## config.mk

```make
export PLATFORM = sky130hd
export DESIGN_NAME = mem_arbiter
export DESIGN_NICKNAME = d
export VERILOG_FILES = /design/src/rtl/mem_arb_pkg.sv /design/src/rtl/wait_counter.sv /design/src/rtl/mem_arbiter.sv
export SDC_FILE = /design/constraint.sdc
export NUM_CORES = 1
export LEC_CHECK = 0
export ABC_AREA = 1
export CORE_MARGIN = 2
export CORE_UTILIZATION = 39
export CTS_BUF_LIST = sky130_fd_sc_hd__clkbuf_16
export DETAILED_ROUTE_END_ITERATION = 10
export PLACE_DENSITY = 0.83
export SETUP_SLACK_MARGIN = 0.05
export SYNTH_ARGS = -nofsm -noshare
export SYNTH_HDL_FRONTEND = slang
export SYNTH_SLANG_ARGS = --single-unit
export TNS_END_PERCENT = 30
```

## constraint.sdc

```tcl
create_clock -name clk -period 4.7 [get_ports clk]
set_input_delay 0.94 -clock clk [delete_from_list [all_inputs] [get_ports clk]]
set_output_delay 0.94 -clock clk [all_outputs]
set_load 0.01 [all_outputs]
```

## src/rtl/mem_arb_pkg.sv

```systemverilog
// -----------------------------------------------------------------------------
// mem_arb_pkg
// Shared types and constants for the fetch/data memory arbiter.
//   arb_state_e  : arbiter FSM states
//   side_e       : which requester (fetch or data) a grant belongs to
//   ABORT_RDATA  : read data returned on a timed-out access
//   CNT_W        : width of the wait counter
// -----------------------------------------------------------------------------
package mem_arb_pkg;

    localparam int          CNT_W       = 10;
    localparam logic [31:0] ABORT_RDATA = 32'h0000_0000;

    typedef enum logic [1:0] {
        IDLE    = 2'd0,
        GRANT_I = 2'd1,
        GRANT_D = 2'd2
    } arb_state_e;

    typedef enum logic {
        SIDE_I = 1'b0,
        SIDE_D = 1'b1
    } side_e;

endpackage

```

## src/rtl/wait_counter.sv

```systemverilog
// -----------------------------------------------------------------------------
// wait_counter
// Counts grant cycles that end without a memory acknowledge.
//   clk, reset : clock, asynchronous active-high reset
//   clr_i      : synchronous clear (wins over en_i)
//   en_i       : increment this cycle
//   tc_o       : the current cycle is the LIMIT-th counted cycle
// -----------------------------------------------------------------------------
module wait_counter
    import mem_arb_pkg::*;
#(
    parameter int unsigned LIMIT = 255
) (
    input  logic clk,
    input  logic reset,
    input  logic clr_i,
    input  logic en_i,
    output logic tc_o
);

    // cnt_q holds the number of ack-less cycles already finished, so the
    // LIMIT-th such cycle is the one where cnt_q == LIMIT-1.
    localparam logic [CNT_W-1:0] TC_VAL = CNT_W'(LIMIT - 1);

    logic [CNT_W-1:0] cnt_q, cnt_d;

    always_comb begin
        cnt_d = cnt_q;
        if (clr_i)
            cnt_d = '0;
        else if (en_i)
            cnt_d = cnt_q + CNT_W'(1);
    end

    always_ff @(posedge clk or posedge reset) begin
        if (reset)
            cnt_q <= '0;
        else
            cnt_q <= cnt_d;
    end

    assign tc_o = (cnt_q == TC_VAL);

endmodule

```

## src/rtl/mem_arbiter.sv

```systemverilog
// -----------------------------------------------------------------------------
// mem_arbiter
// Arbitrates a fetch port (read only) and a data port (read/write) onto one
// single-port memory. Ties alternate; an access that waits TIMEOUT_CYCLES
// grant cycles without m_ack is aborted and flags timeout_err (sticky).
//   clk, reset                    : clock, asynchronous active-high reset
//   i_req/i_addr                  : fetch request, held until i_ready
//   i_rdata/i_ready               : fetch read data + one-cycle completion
//   d_req/d_we/d_addr/d_wdata     : data request, held until d_ready
//   d_rdata/d_ready               : data read data + one-cycle completion
//   m_req/m_we/m_addr/m_wdata     : shared memory request
//   m_rdata/m_ack                 : memory read data + completion strobe
//   timeout_err                   : sticky abort flag
// -----------------------------------------------------------------------------
module mem_arbiter
    import mem_arb_pkg::*;
#(
    parameter int unsigned TIMEOUT_CYCLES = 255
) (
    input  logic        clk,
    input  logic        reset,
    input  logic        i_req,
    input  logic [31:0] i_addr,
    output logic [31:0] i_rdata,
    output logic        i_ready,
    input  logic        d_req,
    input  logic        d_we,
    input  logic [31:0] d_addr,
    input  logic [31:0] d_wdata,
    output logic [31:0] d_rdata,
    output logic        d_ready,
    output logic        m_req,
    output logic        m_we,
    output logic [31:0] m_addr,
    output logic [31:0] m_wdata,
    input  logic [31:0] m_rdata,
    input  logic        m_ack,
    output logic        timeout_err
);

    arb_state_e  state_q;
    side_e       last_q;
    logic        i_ready_q, d_ready_q;
    logic [31:0] i_rdata_q, d_rdata_q;
    logic        m_req_q, m_we_q;
    logic [31:0] m_addr_q, m_wdata_q;
    logic        timeout_err_q;

    logic granted, tc, i_ok, d_ok, pick_d;

    assign granted = (state_q != IDLE);

    // A requester still sees its ready pulse during this cycle and has not
    // yet dropped its request; it must not be served a second time.
    assign i_ok = i_req & ~i_ready_q;
    assign d_ok = d_req & ~d_ready_q;

    // Data wins when alone or when fetch was served last.
    assign pick_d = d_ok & (~i_ok | (last_q == SIDE_I));

    wait_counter #(
        .LIMIT (TIMEOUT_CYCLES)
    ) u_wait (
        .clk   (clk),
        .reset (reset),
        .clr_i (~granted),
        .en_i  (granted & ~m_ack),
        .tc_o  (tc)
    );

    always_ff @(posedge clk or posedge reset) begin
        if (reset) begin
            state_q       <= IDLE;
            last_q        <= SIDE_I;
            i_ready_q     <= 1'b0;
            d_ready_q     <= 1'b0;
            i_rdata_q     <= '0;
            d_rdata_q     <= '0;
            m_req_q       <= 1'b0;
            m_we_q        <= 1'b0;
            m_addr_q      <= '0;
            m_wdata_q     <= '0;
            timeout_err_q <= 1'b0;
        end else begin
            i_ready_q <= 1'b0;
            d_ready_q <= 1'b0;
            case (state_q)
                IDLE: begin
                    if (pick_d) begin
                        state_q   <= GRANT_D;
                        m_req_q   <= 1'b1;
                        m_we_q    <= d_we;
                        m_addr_q  <= d_addr;
                        m_wdata_q <= d_wdata;
                    end else if (i_ok) begin
                        state_q   <= GRANT_I;
                        m_req_q   <= 1'b1;
                        m_we_q    <= 1'b0;
                        m_addr_q  <= i_addr;
                        m_wdata_q <= '0;
                    end
                end
                GRANT_I, GRANT_D: begin
                    // An ack arriving in the terminal cycle completes normally.
                    if (m_ack || tc) begin
                        if (state_q == GRANT_I) begin
                            i_rdata_q <= m_ack ? m_rdata : ABORT_RDATA;
                            i_ready_q <= 1'b1;
                            last_q    <= SIDE_I;
                        end else begin
                            d_rdata_q <= m_ack ? m_rdata : ABORT_RDATA;
                            d_ready_q <= 1'b1;
                            last_q    <= SIDE_D;
                        end
                        if (!m_ack)
                            timeout_err_q <= 1'b1;
                        state_q <= IDLE;
                        m_req_q <= 1'b0;
                        m_we_q  <= 1'b0;
                    end
                end
                default: begin
                    state_q <= IDLE;
                    m_req_q <= 1'b0;
                    m_we_q  <= 1'b0;
                end
            endcase
        end
    end

    assign i_rdata     = i_rdata_q;
    assign i_ready     = i_ready_q;
    assign d_rdata     = d_rdata_q;
    assign d_ready     = d_ready_q;
    assign m_req       = m_req_q;
    assign m_we        = m_we_q;
    assign m_addr      = m_addr_q;
    assign m_wdata     = m_wdata_q;
    assign timeout_err = timeout_err_q;

endmodule

```

==> Word level (Yosys, flattened, before mapping) <==
Cells that the tools add are included.
W data, S select, Z words.
{ "classes": {"eq_ne": 6, "reduce_logical": 11, "n_addsub": 1, "n_bitwise": 11, "muxes": 24} }
{ "ops": {"columns": ["operator", "count"], "rows": [
  ["$mux W32", 5],
  ["$mux W10", 2],
  ["$mux W1", 11],
  ["$add A10 B1 Y10 const B", 1],
  ["$eq A10 B8 Y1 const B", 1],
  ["$reduce_and A3 Y1", 3],
  ["$mux W2", 3],
  ["$not A1 Y1", 6],
  ["$reduce_and A2 Y1", 3],
  ["$and A1 B1 Y1", 4],
  ["$pmux W1 S2", 2],
  ["$pmux W2 S2", 1],
  ["$reduce_bool A2 Y1", 2],
  ["$ne A3 B3 Y1 const B", 1],
  ["$eq A2 B1 Y1 const B", 1],
  ["$eq A2 B2 Y1 const B", 1],
  ["$logic_not A2 Y1", 1],
  ["$ne A2 B1 Y1 const B", 1],
  ["$ne A2 B2 Y1 const B", 1],
  ["$reduce_or A2 Y1", 1],
  ["$logic_or A1 B1 Y1", 1],
  ["$or A1 B1 Y1", 1]
]} }
{ "word_totals": {"register_bits": 146, "in_bits": 134, "out_inout_bits": 133} }

==> Longest topological paths before layout <==
Gate-level depths: netlist of the first run.
{ "logic_depth": {"ltp_word": 7, "depth_mapped": 10, "ltp_nobuf": 9} }

==> Cells and area by module <==
From an unflattened synthesis of the first run, not the netlist that was laid out.
{ "unflattened": {"cells_unflattened": 747, "hier_area_um2": 6358.6} }
{ "by_module_without_submodules": {"columns": ["mod", "area_each_um2", "seq_area_each_um2", "cells_each", "instances"], "rows": [
  ["mem_arbiter", 5761.8, 3403.3, 666, 1],
  ["wait_counter", 596.8, 250.2, 81, 1]
]} }

==> Worst setup path after synthesis of the first run <==
Ideal clock, no wire load.
{ "synth_path": {"kind": "input port to flip-flop", "startpoint": "in d_req", "endpoint": "reg m_addr_q[0] (netlist: m_addr[0])", "t_arrival_ns": 1.786, "slack_ns": 2.798, "required_ns": 4.583, "setup_ns": 0.117, "cell_stages": 8, "path_buffers": 1, "cell_sequence": "inv_1 nor2_4 nand2_2 a21oi_4 inv_2 buf_2 nand2_1 nand2_1"} }
{ "synth_via": {"elab_chain_len": 4} }
{ "synth_lines": {"columns": ["item", "line", "text"], "rows": [
  ["start: declaration", "mem_arbiter.sv:26", "input logic d_req,"],
  ["$and A1 B1 Y1 (*)", "mem_arbiter.sv:56", "assign d_ok = d_req & ~d_ready_q;"],
  ["$and A1 B1 Y1 (*)", "mem_arbiter.sv:59", "assign pick_d = d_ok & (~i_ok | (last_q == SIDE_I));"],
  ["$reduce_bool A2 Y1 (no line)", null, null],
  ["$reduce_and A2 Y1 (no line)", null, null],
  ["end signal: assignment", "mem_arbiter.sv:93", "m_addr_q <= d_addr;"],
  ["end signal: assignment", "mem_arbiter.sv:99", "m_addr_q <= i_addr;"],
  ["end: declaration", "mem_arbiter.sv:46", "logic [31:0] m_addr_q, m_wdata_q;"]
]} }
Every way passes the cells marked *; elsewhere a longest branch is shown, timed or not.
A chain may end at the register's enable or synchronous reset.

==> Worst setup path in the final report of the first run <==
{ "layout_path": {"startpoint": "in i_req", "endpoint": "reg m_wdata_q[0] (netlist: m_wdata[0])"} }
{ "layout_via": {"elab_chain_len": 6} }
{ "layout_lines": {"columns": ["item", "line", "text"], "rows": [
  ["start: declaration", "mem_arbiter.sv:22", "input logic i_req,"],
  ["$and A1 B1 Y1 (*)", "mem_arbiter.sv:55", "assign i_ok = i_req & ~i_ready_q;"],
  ["$not A1 Y1", "mem_arbiter.sv:59", null],
  ["$or A1 B1 Y1", "mem_arbiter.sv:59", null],
  ["$and A1 B1 Y1", "mem_arbiter.sv:59", null],
  ["$reduce_bool A2 Y1 (no line)", null, null],
  ["$reduce_and A2 Y1 (no line)", null, null],
  ["end signal: assignment", "mem_arbiter.sv:94", "m_wdata_q <= d_wdata;"],
  ["end: declaration", "mem_arbiter.sv:46", null]
]} }
Marks and branches as above.

==> impl_results.md, run 1 <==
* WP data arrival at 3.55 ns
* Number of top-level pins at 267
* Fin crit share at 68.2%
* Netlist cell types at 24
* Initial antenna violation count at 0
* Worst stage delay on the critical path at 0.78 ns
* Clock root buffer: clkbuf_16
* P_leak at 4.82 nW
* Antenna-violating nets left at 0
* Register area share after synthesis at 57.7%
* Core ar. at 15900 um^2
* Htree depth at 4
* Clock Tree Buf Depth at 2
* Netlist area before placement at 6330 um^2
* Total wire length at 19700 um
* Type of the worst setup path: input port to flop
* Min Hold Slack at 0.467 ns
* First-pass GRT wire length at 31800 um
* Top cell type's share of synthesized area at 57.7%
* Final net count at 1161
* Max-slew headroom at 28.1%
* Number of fill cells at 1337
* Diode count at 0
* Die area at 17300 um^2
* Syn Area/Cell at 8.19 um^2
* Crit. Startpoint: i_req
* Worst VDD drop at 0.339 mV
* DR iter-0 viols at 370
* Synth top area cells: dfrtp_1 (58%), nand2_1 (24%), nand3_1 (5.6%)
* CP max-delay cell: inv_2
* Port Buffers at 266
* Max Cap Viol at 0
* Buffers inserted by post-CTS timing repair at 0
* Num CTS Buffers at 17
* Post-CTS Resized at 0
* Skew final at 0.00700 ns
* Multi-input logic area at 2370 um^2
* Worst Hold Class: flop to flop
* GRT Residual Overflow at 0
* CTS tree: done
* Most used cell, CP: nand2_1
* Register bit total from synthesis at 146
* Post-CTS Hold Buffers at 0
* Router iterations before antenna repair at 7
* Status: complete, no violations
* Die W at 131 um
* Syn_nets at 911
* Number of global-route vias before repair at 6094
* Min-Delay Startpoint: d_rdata[7]
* Final Hold Vio Count at 0
* Hpwl dp at 13300 um
* Area Overhead vs Synth at 54.1%
* DRC violations left at 0
* All-Layer GR Usage at 23.1%
* # setup viols final at 0
* Yosys warnings at 0
* Cell taking the most area after synthesis: dfrtp_1
* Worst slew pin tran at 1.08 ns
* Skew-Pair Late Insertion Delay at 0.42 ns
* CP max FO at 64
* Share of layout cells above drive strength 1 at 4.92%
* Slew Viols, Final at 0
* Clk slew on worst S/H paths at 0.06 ns
* Fin Setup TNS at 0 ns
* Critical path cell sequence: clkdlybuf4s50_1, nand3_2, buf_4, nand2_2, a21oi_4, inv_2, nand2_1, nand2_1
* Max frequency at 312 MHz
* Register area at 3650 um^2
* Final Wtd Congestion at 0.825
* Clock sinks at 146
* Routed wire length per instance at 15.7 um
* Largest net degree at the start of global routing at 69
* Power per cell area at 659 nW/um^2
* Critical Path RT at 5.05 ns
* Gate Count Post-Synth at 773
* FF-to-FF Start: i_ready
* Post-DR vias/cell at 4.94
* Endpoint class of the critical path: flop
* RSZ-0062 raised after global routing: false
* Rows at 46
* Minimum clock period at 3.20 ns
* Starting Density at 39.8%
* Die Y at 131 um
* Vias at 6182
* Worst setup SP type: input port
## critical path: cells and delay by family
family,cells,cell delay (ns)
buffers and inverters,3,1.51
AOI/OAI and AO/OA,1,0.11
and+or+nand+nor,4,0.91
## state kept, by name, summed over array words and instances, names as in the netlist, 2 cells and up
register / cells
d_rdata: 32
i_rdata: 32
m_addr: 32
m_wdata: 32
u_wait.cnt_q: 10
state_q: 2
## cell usage in the layout, fill, tap and decap left out, types with 4 or more instances in the layout
cell type,n
dfrtp_1,146
clkinv_1,4
nand4_1,33
clkbuf_16,17
bufinv_16,4
inv_1,19
nand3_1,71
nand2_1,411
nor2_1,11
buf_4,10
o21ai_0,6
ha_1,4
clkinvlp_4,4
a21oi_1,6
nor3_1,6
clkdlybuf4s50_1,265
## layout make-up
type | count | area share, %
clock buffer | 17 | 4.36
multi-input combinational | 557 | 24.3
tap | 216 | 2.77
timing repair buffer | 277 | 28.2
inverter | 24 | 0.962
clock inverter | 15 | 1.95
sequential | 146 | 37.5
## metrics by stage
step	area (um^2)	setup WS (ns)	cells	utilization [%]	power [W]
floorplan	6330	1.93	773	-	0.00346
global placement	9140	1.23	1220	57.5	0.00494
detailed placement	9140	1.15	1220	57.5	0.00503
CTS	9750	1.53	1252	61.4	0.00649
global route	9750	1.33	1252	61.4	0.00683
finish	9750	1.50	1252	61.4	0.00643
## per-layer routing
| metal | GRT usage [%] | routed length [um] |
|---|---|---|
| met1 | 27.6 | 7970 |
| met2 | 38.5 | 9420 |
| met3 | 9.22 | 1910 |
| met4 | 7.37 | 390 |
| met5 | 0 | 0 |
## kinds of logic (layout without fill, tap and decap cells)
| family | count (synthesis) | count (layout) | synth area share, % |
|---|---|---|---|
| simple gates | 538 | 538 | 35.2 |
| fa+ha+maj | 4 | 4 | 0.791 |
| compound gates | 15 | 15 | 1.44 |
| flops | 146 | 146 | 57.7 |
| buf+inv | 70 | 333 | 4.86 |
## cell usage after synthesis, drive strengths merged
| master | n |
|---|---|
| nand2 | 412 |
| inv | 23 |
| and3 | 1 |
| ha | 4 |
| buf | 27 |
| a211oi | 1 |
| clkinv | 1 |
| clkbuf | 19 |
| nor3 | 6 |
| o21ai | 6 |
| dfrtp | 146 |
| o21bai | 1 |
| nand4 | 33 |
| nor2 | 13 |
| a21oi | 7 |
| nand3 | 73 |
## worst paths after layout
check | depth (start not counted) | end | slack [ns]
worst max-delay path | 8 | m_wdata[0] | 1.50
worst min-delay path | 2 | d_rdata[7] | 0.47
worst max register to register | 8 | m_wdata[0] | 2.06
worst min register to register | 2 | d_rdata[7] | 0.47
max in group asynchronous | 3 | i_ready | 2.67
min in group asynchronous | 2 | m_wdata[7] | 1.07
## report_power, final
| group | switching, W | internal [W] |
|---|---|---|
| clock network | 0.000529 | 0.000883 |
| logic | 0.00151 | 0.00136 |
| registers | 0.000322 | 0.00182 |
| total | 0.00236 | 0.00406 |
Power figures use the tool's default switching activity.
==> inputs of run 2 (changes only) <==
CORE_UTILIZATION = 43   (was 39)
PLACE_DENSITY = 0.87   (was 0.83)
clock period = 3.3 ns   (was 4.7 ns; I/O delays follow)
==> run 2 against run 1 <==
Non-clock buffer count increased by 1. Routed wire length decreased by 5.1%. Clock skew increased by 0.0049 ns. Critical path depth decreased by 2. Largest power group unchanged. Global-route usage increased by 1.2 points.
==> impl_results.md, run 2 (synthesized netlist as in run 1, its figures left out) <==
* Status: complete, no violations
* # setup viols final at 0 (unchanged)
* P_leak at 4.83 nW (about the same)
* Skew final at 0.0119 ns (+0.00489 ns)
* Htree depth at 4 (unchanged)
* DP Cell Count at 1189 (-2.5%)
* Endpoint class of the critical path: flop
* CP max-delay cell: nand3_2
* Skew-Pair Late Insertion Delay at 0.42 ns (about the same)
* Post-DR vias/cell at 4.99 (+1.1%)
* Diode count at 0 (unchanged)
* Commonest non-fill, non-tap cell in the layout: nand2_1
* GRT Residual Overflow at 0 (unchanged)
* Num CTS Buffers at 17 (unchanged)
* Share of layout cells above drive strength 1 at 5.01% (+0.092 points)
* Commonest non-fill, non-tap cells in the layout: nand2_1 (411), clkdlybuf4s50_1 (265), dfrtp_1 (146)
* Post-CTS Resized at 0 (unchanged)
* Switching Share at 36.8% (about the same)
* First-pass GRT wire length at 30600 um (-3.7%)
* DRC violations left at 0 (unchanged)
* Fin Setup TNS at 0 ns (unchanged)
* Worst setup SP type: flop
* Die Y at 125 um (-4.6%)
* Sequential Power Share at 33.5% (+0.2 points)
* Final net count at 1162 (+0.086%)
* Minimum clock period at 2.18 ns
* Crit-path leading delay family: simple AND/OR/NAND/NOR gates
* Max-slew headroom at 31.2% (+3.1 points)
* Min Hold Slack at 0.469 ns (+0.00198 ns)
* Fin crit share at 66.2%
* Most used cell, CP: nand2_1
* Worst Hold Class: flop to flop
* Worst slew pin tran at 1.03 ns (-0.0476 ns)
* All-Layer GR Usage at 24.3% (+1.2 points)
* CTS tree: done
* Core ar. at 14500 um^2 (-8.9%)
* Clock share of power at 21.4% (-0.6 points)
* Clock Tree Buf Depth at 2 (unchanged)
* Rows at 44 (-4.3%)
* Antenna-violating nets left at 0 (unchanged)
* Bufs and invs on worst path at 2 (-1)
* Clock root buffer: clkbuf_16
* Final non-filler cell total at 1221 (-2.5%)
* Final Wtd Congestion at 0.842 (+2.1%)
* Number of top-level pins at 267 (unchanged)
* Total wire length at 18700 um (-5.1%)
* DR iter-0 viols at 367 (-0.81%)
* RSZ-0062 raised after global routing: false
* Pint at 0.00571 W (+41%)
* Vias at 6094 (-1.4%)
* Clock sinks at 146 (unchanged)
* Power per cell area at 932 nW/um^2 (+41%)
* Critical path cell sequence: inv_1, ha_1, buf_4, nand3_2, nand2_1, nand2_1
* Routed wire length per instance at 15.3 um (-2.7%)
* Final Hold Vio Count at 0 (unchanged)
* Starting Density at 43.7% (+3.9 points)
* Router iterations before antenna repair at 5 (-2)
* Max frequency at 458 MHz
* Buffers inserted by post-CTS timing repair at 0 (unchanged)
* Die area at 15700 um^2 (-9.0%)
* Max Cap Viol at 0 (unchanged)
* CP max FO at 35 (-45%)
* Worst stage delay on the critical path at 0.68 ns (-0.10 ns)
* Type of the worst setup path: flop to flop
* Initial antenna violation count at 0 (unchanged)
* Port Buffers at 266 (unchanged)
* Hpwl dp at 12600 um (-5.0%)
* Critical Path RT at 3.60 ns (-1.45 ns)
* Slew Viols, Final at 0 (unchanged)
* Post-CTS Hold Buffers at 0 (unchanged)
* Largest net degree at the start of global routing at 95 (+38%)
* Area Overhead vs Synth at 53.3%
* Psw at 0.00333 W (+41%)
* WP data arrival at 2.48 ns (-1.07 ns)
* Die W at 125 um (-4.6%)
* Combinational share of power at 45.1% (+0.3 points)
* Worst VDD drop at 0.502 mV (+48%)
* Number of global-route vias before repair at 6085 (-0.15%)
* Clk slew on worst S/H paths at 0.06 ns (about the same)
## run 2: cell types whose count changed in the layout (fill, tap and decap cells not counted), sizes merged
cell      before  now
clkinv         8    6
buf           12   13
inv           23   25
bufinv         4    3
clkinvlp       4    5
## run 2: power groups by stage
stage | Combinational, W | Clock, W | Sequential [W]
2_1_floorplan | 0.00156 | 0 | 0.00337
3_3_place_gp | 0.00400 | 0 | 0.00302
3_5_place_dp | 0.00410 | 0 | 0.00304
4_1_cts | 0.00413 | 0.00196 | 0.00303
5_1_grt | 0.00447 | 0.00205 | 0.00312
6_report | 0.00408 | 0.00193 | 0.00303
## run 2: through the flow
stage          area [um^2]  power (W)  util (%)  worst slack, ns
6_report              9700    0.00904      67.0             1.12
5_1_grt               9700    0.00965      67.0            0.883
4_1_cts               9700    0.00912      67.0             1.09
3_5_place_dp          9100    0.00714      62.9            0.781
3_3_place_gp          9100    0.00702      62.9            0.883
2_1_floorplan         6330    0.00493         -            0.807
## run 2: per-layer routing
layer	global-route usage, %	up-vias	wire length, um
met5	0	-	0
met2	40.7	259	8990
met3	8.94	35	1770
met1	28.6	2851	7430
li1	-	2949	-
met4	9.54	0	482
## run 2: area by class of cell
| cell class | instances | area, um^2 |
|---|---|---|
| inverter | 24 | 93.8 |
| clock inverter | 15 | 171 |
| tap | 184 | 230 |
| sequential | 146 | 3650 |
| multi-input combinational | 557 | 2370 |
| clock buffer | 17 | 425 |
| fill | 1136 | 4780 |
| timing repair buffer | 278 | 2760 |
## run 2: final timing paths
check	depth (start not counted)	from	slack, ns	end
max reg2reg	6	state_q[0]	1.12	d_rdata[4]
max	6	state_q[0]	1.12	d_rdata[4]
min	2	i_rdata[25]	0.47	i_rdata[25]
min reg2reg	2	i_rdata[25]	0.47	i_rdata[25]
max in group asynchronous	3	reset	1.94	m_wdata[7]
min in group asynchronous	2	reset	0.57	m_wdata[19]
## run 2: tightest hold or removal path, cell delays in order, from the launching register on
cell	delay, ns
dfrtp_1	0.34
nand2_1	0.05
nand2_1	0.04
==> inputs of run 3 (changes only) <==
CORE_UTILIZATION = 39   (was 43)
PLACE_DENSITY = 0.83   (was 0.87)
clock period = 1.83 ns   (was 3.3 ns; I/O delays follow)
==> run 3 against run 2 <==
Sequential cell count is the same. Via count grew 2.0%. Sequential share of layout area decreased by 1.0 points. Largest cell class unchanged. Total power grew 85%. Cell count increased by 3.5%. First-iteration DRC count fell by 16%. Sequential power increased by 81%. Design area grew 2.9%.
==> impl_results.md, run 3 (synthesized netlist as in run 1, its figures left out) <==
* Post-DR vias/cell at 4.92 (-1.5%)
* Status: complete, no violations
* Share of layout cells above drive strength 1 at 6.11% (+1.1 points)
* Fin crit share at 95.0%
* Clock root buffer: clkbuf_16
* Worst Hold Class: input port to flop
* Skew final at 0.00752 ns (-0.00438 ns)
* GRT Residual Overflow at 0 (unchanged)
* Clk slew on worst S/H paths at 0.06 ns (about the same)
* Router iterations before antenna repair at 5 (unchanged)
* DR iter-0 viols at 307 (-16%)
* Commonest non-fill, non-tap cell in the layout: nand2_1
* Type of the worst setup path: flop to output port
* Worst VDD drop at 0.878 mV (+75%)
* Max-slew headroom at 73.1% (+42 points)
* Skew-Pair Late Insertion Delay at 0.41 ns (about the same)
* R2R Setup Slk at 0.21 ns (-0.91 ns)
* Num CTS Buffers at 17 (unchanged)
* Hold EP: u_wait.cnt_q[0]
* Crit-path leading delay family: buffers and inverters
* Clock Tree Buf Depth at 2 (unchanged)
* Total wire length at 19300 um (+3.6%)
* Post-CTS Resized at 0 (unchanged)
* Starting Density at 39.8% (-3.9 points)
* Antenna-violating nets left at 0 (unchanged)
* Final non-filler cell total at 1264 (+3.5%)
* Die area at 17300 um^2 (+9.9%)
* Worst stage delay on the critical path at 0.60 ns (-0.08 ns)
* Power per cell area at 1680 nW/um^2 (+80%)
* Max frequency at 575 MHz
* Slew Viols, Final at 0 (unchanged)
* Final Wtd Congestion at 0.809 (-3.9%)
* Worst R2R End: d_rdata[25]
* First-pass GRT wire length at 32000 um (+4.6%)
* CP max-delay cell: clkdlybuf4s50_1
* Final design utilization at 62.8% (-4.2 points)
* Die Y at 131 um (+4.8%)
* Endpoint class of the critical path: output port
* Post-CTS Hold Buffers at 0 (unchanged)
* Area Overhead vs Synth at 57.7%
* RSZ-0062 raised after global routing: true
* Initial antenna violation count at 0 (unchanged)
* DRC violations left at 0 (unchanged)
* P_leak at 4.96 nW (+2.7%)
* DP Cell Count at 1233 (+3.7%)
* Commonest non-fill, non-tap cells in the layout: nand2_1 (411), clkdlybuf4s50_1 (264), dfrtp_1 (146)
* All-Layer GR Usage at 23.0% (-1.3 points)
* Die W at 131 um (+4.8%)
* Number of fill cells at 1318 (+16%)
* Final Hold Vio Count at 0 (unchanged)
* Rows at 46 (+4.5%)
* Number of top-level pins at 267 (unchanged)
* Final net count at 1174 (+1.0%)
* Clock sinks at 146 (unchanged)
* Critical Path RT at 1.46 ns (-2.14 ns)
* WP data arrival at 1.37 ns (-1.11 ns)
* Core ar. at 15900 um^2 (+9.7%)
* Worst setup SP type: flop
* Largest net degree at the start of global routing at 65 (-32%)
* Fin Setup TNS at 0 ns (unchanged)
* Max Cap Viol at 0 (unchanged)
* Vias at 6214 (+2.0%)
* Hold path cells at 2 (unchanged)
* Critical path cell sequence: clkdlybuf4s50_1
* Routed wire length per instance at 15.3 um (about the same)
* Worst slew pin tran at 0.403 ns (-0.628 ns)
* Min-Delay Startpoint: m_ack
* Number of global-route vias before repair at 6223 (+2.3%)
* CP max FO at 2 (-94%)
* Minimum clock period at 1.74 ns
* FF-to-FF Start: u_wait.cnt_q[0]
* Hpwl dp at 13700 um (+8.4%)
* Diode count at 0 (unchanged)
* Port Buffers at 266 (unchanged)
* Buffers inserted by post-CTS timing repair at 0 (unchanged)
* CTS tree: done
* Htree depth at 4 (unchanged)
* # setup viols final at 0 (unchanged)
* R2R cell count at 10 (+4)
* Bufs and invs on worst path at 1 (-1)
run 3: area by class of cell:
cell class	instances	area (um^2)	area share, %
clock buffer	17	425	4.26
clock inverter	14	166	1.67
inverter	24	93.8	0.940
multi-input combinational	557	2370	23.7
sequential	146	3650	36.6
tap	216	270	2.71
timing repair buffer	290	3000	30.1
run 3: how the worst max path moves through the flow:
stage	startpoint	end	slack [ns]	cells past startpoint
after floorplan	reset	d_rdata[0]	-0.37	1
after global routing	u_wait.cnt_q[0]	d_rdata[25]	0.04	10
after global placement	i_req	m_wdata[31]	0.01	8
after CTS	m_addr[7]	m_addr[7]	0.07	1
final	m_addr[7]	m_addr[7]	0.09	1
after detailed placement	i_req	m_wdata[1]	-0.02	8
run 3: metal layers:
| metal | track usage (%) | part of all wire (%) | up-vias |
|---|---|---|---|
| met1 | 26.8 | 39 | 2958 |
| met4 | 8.27 | 1.9 | 0 |
| met3 | 8.95 | 11 | 24 |
| met2 | 38.5 | 48 | 256 |
| met5 | 0 | 0 | - |
| li1 | - | - | 2976 |
run 3: through the flow:
stage	power, W	area [um^2]	hold WS [ns]	worst slack, ns
after floorplan	0.00889	6330	0.453	-0.369
after global placement	0.0131	9390	0.452	0.0149
after detailed placement	0.0133	9390	0.457	-0.0218
after CTS	0.0169	9980	0.240	0.0662
after global routing	0.0178	9980	0.258	0.0413
final	0.0167	9980	0.265	0.0917
run 3: power by group:
part           leakage [nW]  internal, W  switching (W)  total (W)
Sequential             1.86      0.00467       0.000814    0.00548
Combinational          2.81      0.00384        0.00394    0.00777
Clock                 0.292      0.00214        0.00134    0.00348
Total                  4.96       0.0106        0.00609     0.0167
